$ cat src/rtl/axis_fifo_pkg.sv
`default_nettype none
// +--------------------------------------------------------------------+
// | axis_fifo_pkg : shared types and helpers for the AXI-Stream FIFO   |
// | rev 1.0                                                            |
// +--------------------------------------------------------------------+
package axis_fifo_pkg;

  typedef enum logic {
    PKT_CUT_THROUGH = 1'b0,
    PKT_STORE_FWD   = 1'b1
  } pkt_mode_e;

  function automatic int addr_w(input int depth);
    return $clog2(depth);
  endfunction

endpackage
`default_nettype wire

$ cat src/rtl/axis_fifo_ram.sv
`default_nettype none
// +--------------------------------------------------------------------+
// | axis_fifo_ram : simple dual-port storage, sync write, async read   |
// | rev 1.0                                                            |
// +--------------------------------------------------------------------+
module axis_fifo_ram #(
  parameter int WIDTH  = 37,
  parameter int DEPTH  = 32,
  parameter int ADDR_W = 5
) (
  input  logic              clk,
  input  logic              i_we,
  input  logic [ADDR_W-1:0] i_waddr,
  input  logic [WIDTH-1:0]  i_wdata,
  input  logic [ADDR_W-1:0] i_raddr,
  output logic [WIDTH-1:0]  o_rdata
);

  logic [WIDTH-1:0] r_mem [DEPTH];

  always_ff @(posedge clk) begin
    if (i_we) r_mem[i_waddr] <= i_wdata;
  end

  assign o_rdata = r_mem[i_raddr];

endmodule
`default_nettype wire

$ cat src/rtl/axis_fifo_pkt.sv
`default_nettype none
// +--------------------------------------------------------------------+
// | axis_fifo_pkt : FWFT AXI-Stream FIFO with level/packet counters    |
// | and optional store-and-forward gating.                  rev 1.0    |
// +--------------------------------------------------------------------+
module axis_fifo_pkt
  import axis_fifo_pkg::*;
#(
  parameter int AXI_DATA_WIDTH = 32,
  parameter int AXI_DATA_DEPTH = 32,
  parameter int PACKET_MODE    = 0,
  parameter int AF_THRESH      = 28,
  parameter int AE_THRESH      = 4
) (
  input  logic                            aclk,
  input  logic                            areset,
  input  logic [AXI_DATA_WIDTH-1:0]       s_axis_tdata,
  input  logic [AXI_DATA_WIDTH/8-1:0]     s_axis_tkeep,
  input  logic                            s_axis_tlast,
  input  logic                            s_axis_tvalid,
  output logic                            s_axis_tready,
  output logic [AXI_DATA_WIDTH-1:0]       m_axis_tdata,
  output logic [AXI_DATA_WIDTH/8-1:0]     m_axis_tkeep,
  output logic                            m_axis_tlast,
  output logic                            m_axis_tvalid,
  input  logic                            m_axis_tready,
  output logic [$clog2(AXI_DATA_DEPTH):0] fifo_level,
  output logic                            fifo_empty,
  output logic                            fifo_full,
  output logic                            fifo_afull,
  output logic                            fifo_aempty,
  output logic [$clog2(AXI_DATA_DEPTH):0] pkt_count
);

  localparam int c_ADDR_W    = addr_w(AXI_DATA_DEPTH);
  localparam int c_KEEP_W    = AXI_DATA_WIDTH / 8;
  localparam int c_LVL_W     = c_ADDR_W + 1;
  localparam bit c_STORE_FWD = (PACKET_MODE == int'(PKT_STORE_FWD));

  typedef struct packed {
    logic [AXI_DATA_WIDTH-1:0] tdata;
    logic [c_KEEP_W-1:0]       tkeep;
    logic                      tlast;
  } axis_beat_t;

  logic [c_ADDR_W:0]  r_wr_ptr, r_rd_ptr, w_wr_ptr_nxt, w_rd_ptr_nxt;
  logic [c_LVL_W-1:0] r_level, r_pkt_cnt, w_level_nxt, w_pkt_nxt;
  logic               r_empty, r_full, r_afull, r_aempty, r_s_ready, r_lock;
  logic               w_full_nxt, w_empty_nxt, w_wr, w_rd, w_gate;
  logic               w_pkt_in, w_pkt_out;
  axis_beat_t         w_wr_beat, w_rd_beat;

  assign w_wr_beat = '{tdata: s_axis_tdata, tkeep: s_axis_tkeep, tlast: s_axis_tlast};

  axis_fifo_ram #(
    .WIDTH  ($bits(axis_beat_t)),
    .DEPTH  (AXI_DATA_DEPTH),
    .ADDR_W (c_ADDR_W)
  ) u_ram (
    .clk     (aclk),
    .i_we    (w_wr),
    .i_waddr (r_wr_ptr[c_ADDR_W-1:0]),
    .i_wdata (w_wr_beat),
    .i_raddr (r_rd_ptr[c_ADDR_W-1:0]),
    .o_rdata (w_rd_beat)
  );

  // Store-and-forward: present only complete packets, a full FIFO (oversize
  // packet), or the remainder of a packet whose first beat was already shown.
  assign w_gate        = c_STORE_FWD ? ((r_pkt_cnt != '0) || r_full || r_lock) : 1'b1;
  assign m_axis_tvalid = !r_empty && w_gate && !areset;
  assign s_axis_tready = r_s_ready && !areset;
  assign w_wr          = s_axis_tvalid && s_axis_tready;
  assign w_rd          = m_axis_tvalid && m_axis_tready;
  assign w_pkt_in      = w_wr && s_axis_tlast;
  assign w_pkt_out     = w_rd && w_rd_beat.tlast;

  always_comb begin
    w_wr_ptr_nxt = r_wr_ptr;
    w_rd_ptr_nxt = r_rd_ptr;
    w_level_nxt  = r_level;
    w_pkt_nxt    = r_pkt_cnt;
    if (w_wr) w_wr_ptr_nxt = r_wr_ptr + (c_ADDR_W+1)'(1);
    if (w_rd) w_rd_ptr_nxt = r_rd_ptr + (c_ADDR_W+1)'(1);
    if (w_wr && !w_rd)      w_level_nxt = r_level + c_LVL_W'(1);
    else if (w_rd && !w_wr) w_level_nxt = r_level - c_LVL_W'(1);
    if (w_pkt_in && !w_pkt_out)      w_pkt_nxt = r_pkt_cnt + c_LVL_W'(1);
    else if (w_pkt_out && !w_pkt_in) w_pkt_nxt = r_pkt_cnt - c_LVL_W'(1);
  end

  assign w_empty_nxt = (w_wr_ptr_nxt == w_rd_ptr_nxt);
  assign w_full_nxt  = (w_wr_ptr_nxt[c_ADDR_W-1:0] == w_rd_ptr_nxt[c_ADDR_W-1:0]) &&
                       (w_wr_ptr_nxt[c_ADDR_W] != w_rd_ptr_nxt[c_ADDR_W]);

  always_ff @(posedge aclk) begin
    if (areset) begin
      r_wr_ptr  <= '0;
      r_rd_ptr  <= '0;
      r_level   <= '0;
      r_pkt_cnt <= '0;
      r_empty   <= 1'b1;
      r_full    <= 1'b0;
      r_afull   <= 1'b0;
      r_aempty  <= 1'b1;
      r_s_ready <= 1'b0;
      r_lock    <= 1'b0;
    end else begin
      r_wr_ptr  <= w_wr_ptr_nxt;
      r_rd_ptr  <= w_rd_ptr_nxt;
      r_level   <= w_level_nxt;
      r_pkt_cnt <= w_pkt_nxt;
      r_empty   <= w_empty_nxt;
      r_full    <= w_full_nxt;
      r_afull   <= (w_level_nxt >= c_LVL_W'(AF_THRESH));
      r_aempty  <= (w_level_nxt <= c_LVL_W'(AE_THRESH));
      r_s_ready <= !w_full_nxt;
      if (w_pkt_out)          r_lock <= 1'b0;
      else if (m_axis_tvalid) r_lock <= 1'b1;
    end
  end

  assign m_axis_tdata = w_rd_beat.tdata;
  assign m_axis_tkeep = w_rd_beat.tkeep;
  assign m_axis_tlast = w_rd_beat.tlast;
  assign fifo_level   = r_level;
  assign fifo_empty   = r_empty;
  assign fifo_full    = r_full;
  assign fifo_afull   = r_afull;
  assign fifo_aempty  = r_aempty;
  assign pkt_count    = r_pkt_cnt;

endmodule
`default_nettype wire
$ cat config.mk
export PLATFORM = sky130hd
export DESIGN_NAME = axis_fifo_pkt
export DESIGN_NICKNAME = d
export VERILOG_FILES = /design/src/rtl/axis_fifo_pkg.sv /design/src/rtl/axis_fifo_ram.sv /design/src/rtl/axis_fifo_pkt.sv
export SDC_FILE = /design/constraint.sdc
export NUM_CORES = 1
export LEC_CHECK = 0
export BUFFER_PORTS_ARGS = -buffer_cell sky130_fd_sc_hd__buf_2
export CAP_MARGIN = 15
export CORE_MARGIN = 3
export CORE_UTILIZATION = 30
export DETAILED_ROUTE_END_ITERATION = 7
export GPL_ROUTABILITY_DRIVEN = 0
export PLACE_DENSITY = 0.45
export SLEW_MARGIN = 40
export SYNTH_ARGS = -nofsm -noshare
export SYNTH_HDL_FRONTEND = slang
export SYNTH_SLANG_ARGS = --single-unit
$ cat constraint.sdc
create_clock -name aclk -period 3.6 [get_ports aclk]
set_input_delay 0.36 -clock aclk [delete_from_list [all_inputs] [get_ports aclk]]
set_output_delay 0.36 -clock aclk [all_outputs]
set_load 0.05 [all_outputs]
==> flow_summary.yaml <==
pwr:
  ir_drop_uv: 446.2
  switching_share: 0.2042
  clkPwrFrac: 0.452
  p_switching_w: 0.006138
  power_frac_comb: 0.031
  power.density_nw_per_um2: 533.1
  p_seq_frac: 0.517
  p_leak_nw: 17.11
  p_int_w: 0.02393
floorplanning:
  rows: 143
  fp.dieArea_um2: 160000
  die_w_um: 400.0
  coreArea_um2: 153200
  initial_core_util: 0.3041
  die_h_um: 400.0
  io_pins: 96
clocking:
  clk_path_buf_depth: 3
  clkTransAtPathRegs_ns: 0.06
  clock-sinks: 1213
  cts-root-buf: "clkbuf_16"
  clkLatencyLatePin_ns: 0.75
  cts_htree_levels: 4
  cts_tree: "yes"
  cts-buffers-inserted: 135
critical_path:
  startpoint_type: "register"
  path_class: "register to primary output"
  crit_required_ns: 3.24
  cp-end-kind: "primary output"
  cp_max_fo: 8
  worstPathArrival_ns: 3.22
timing:
  max_slew_margin: 0.4774
  clock.fmax_mhz: 279.1
  tightest_slew_ns: 0.7839
  finalCriticalPeriod_ns: 3.582
  fin_setup_tns_ns: 0
  slew_viol_final: 0
  finalWorstSetupSlack_ns: 0.01767
  setup_viol: 0
  fin_crit_sh: 0.9951
  finClkSkew_ns: 0.01534
  hold_viol_final: 0
  rsz0062_at_grt: "yes"
placed_design:
  post_dp_cell_area_um2: 50350
  dp.final_hpwl_mm: 62.01
  pre_cts_ws_ns: 0.0003457
  portBuffers: 95
hold_path:
  hold_class: "input port to register"
run_status:
  outcome: "finished clean"
grt:
  grt_pass1_wl_mm: 183.5
  grt_max_degree: 93
  first_global_vias: 23210
  grt_overflow: 0
  grt_usage: 0.1642
  antenna_found_initial: 6
final_layout:
  area_growth_pct: 21.09
  postLayoutCoreUtil: 0.3682
  post-route-cell-area_um2: 56400
  nets: 2255
  layout-drive-gt1-share: 0.3809
route:
  drtPass1Iterations: 5
  vias_per_cell: 5.084
  drt_iter0_markers: 2035
  drc: 0
  ant_nets: 0
  wirelength_mm: 132.9
  drt-wirelength-per-cell_um: 30.65
  dr_total_vias: 22050
logic_synthesis:
  synthTopCellsByArea: "edfxtp_1, mux4_2, dfxtp_1, mux2_2, clkbuf_1"
  postSynthCellCount: 1919
  synth_edf_count: 1184
  ys.flop_type: "edfxtp_1"
  yosysUniqueCellTypes: 43
  syn-num-nets: 1973
  yosysTopAreaCellShare: 0.7634
  synth-seq-cells: 1213
  yosys.area.top_type: "edfxtp_1"
  syn_area_per_cell_um2: 24.27
  synth_compound_area_frac: 0.003680
  ys_seq_area_frac: 0.7758
  synth_xor_area_frac: 0.005077
  ys_warn_count: 0
  async_flop_share: 0
  synthSimpleGateAreaFrac: 0.01225
  synth_top_family_by_area: "multiplexers"
  synthAdderAreaFrac: 0.003654
  synthMuxAreaShare: 0.1881
  netlist_area_um2: 46570
run:
  max_cap_viol_count: 0
[cells in the mapped netlist (2+ instances only)]
master / number
buf_1: 5
or3b_2: 2
or2_2: 2
nand2_1: 23
and2_1: 4
nor4_1: 2
xor2_1: 10
and3_1: 2
nand3b_1: 3
mux4_2: 370
a21o_1: 4
inv_1: 10
nand3_1: 9
clkbuf_1: 57
buf_4: 20
nand4_1: 4
xnor2_1: 17
or3_1: 4
a21oi_1: 12
o22ai_1: 3
buf_6: 5
dfxtp_1: 29
ha_1: 12
a31oi_1: 2
a211oi_1: 2
edfxtp_1: 1184
nor3_1: 4
buf_2: 11
nor2_1: 57
mux2_2: 37
[registers in the layout, summed over array words and instances, names as in the netlist]
register	count
fifo_aempty	1
fifo_afull	1
fifo_empty	1
fifo_full	1
fifo_level	6
pkt_count	6
r_rd_ptr	6
r_s_ready	1
r_wr_ptr	6
u_ram.r_mem	1184
[cells in the final DEF, fill, tap and decap left out, types with 4 or more instances in the layout]
cell / instances
clkbuf_1: 29
inv_1: 9
dlygate4sd3_1: 5
edfxtp_1: 1184
clkinv_2: 16
dfxtp_4: 5
a21o_1: 4
or3_1: 4
buf_2: 69
nor2_4: 31
buf_6: 33
nand4_1: 4
clkinv_1: 29
mux2_4: 23
buf_8: 4
mux4_2: 370
dfxtp_1: 24
nand3_1: 9
buf_16: 28
bufinv_16: 14
nor2_1: 26
xor2_1: 10
nand2_1: 20
xnor2_1: 17
buf_12: 29
clkbuf_16: 154
nor3_1: 4
ha_1: 8
mux2_2: 14
a21oi_1: 12
ha_4: 4
inv_6: 8
buf_4: 58
[layout make-up]
| cell class | count | area, um^2 |
|---|---|---|
| clock buffer | 167 | 3562 |
| fill | 13920 | 96760 |
| timing repair buffer | 243 | 3047 |
| sequential | 1213 | 36150 |
| clock inverter | 74 | 760.7 |
| antenna | 1 | 2.502 |
| multi-input combinational | 598 | 10290 |
| tap | 2030 | 2540 |
| inverter | 10 | 37.54 |
[repair_timing]
item	4_1_cts	5_1_grt
gates resized for setup	122	12
pin swaps	3	5
setup buffers	21	1
endpoints found under the hold margin	9	0
hold buffers	5	0
gates cloned	21	18
setup endpoints to repair	37	39
[metal layers]
layer  GRT usage  up-vias  part of all wire
met4     0.03434        2             0.015
met3     0.02879      152             0.047
met2      0.2648      606              0.49
met1      0.2339    12420              0.45
li1            -     8866                 -
met5           0        -          0.000083
[cells by family after synthesis]
kind of cell               count (synthesis)
xor gates and xnor gates                  27
DFF                                     1213
adders and majority gates                 13
and+or+nand+nor                          122
buffers and inverters                    108
muxes                                    408
AOI/OAI and AO/OA                         28
[per-stage QoR]
step | hold WS, ns | total power (W) | cells
after CTS | 0.02672 | 0.03044 | 4318
after global routing | 0.07960 | 0.03111 | 4335
after detailed placement | 0.4964 | 0.01661 | 4030
after global placement | 0.4827 | 0.01658 | 4029
after floorplan | 0.4589 | 0.01628 | 1919
final | 0.1031 | 0.03007 | 4336
[power by group through the flow]
stage          Sequential, W  Clock (W)  Combinational [W]
5_1_grt               0.0155     0.0146            0.00101
3_3_place_gp          0.0158          0           0.000755
2_1_floorplan         0.0159          0           0.000422
4_1_cts               0.0155     0.0140           0.000912
6_report              0.0155     0.0136           0.000937
3_5_place_dp          0.0158          0           0.000780
[critical path: stages (launching register included)]
cell and delay, ns:
dfxtp_4 0.36, buf_12 0.16, buf_12 0.18, buf_12 0.12, buf_16 0.14, mux4_2 0.51, mux4_2 0.52, mux2_4 0.30
buf_6 0.16
[final timing paths]
check / from / to / slack, ns / cells past startpoint
max: r_rd_ptr[0] / m_axis_tdata[0] / 0.02 / 8
min: s_axis_tdata[16] / u_ram.r_mem[11][21] / 0.10 / 1
max reg2reg: r_rd_ptr[0] / pkt_count[5] / 0.06 / 15
min reg2reg: pkt_count[3] / pkt_count[3] / 0.50 / 2
(Power assumes the default switching activity.)
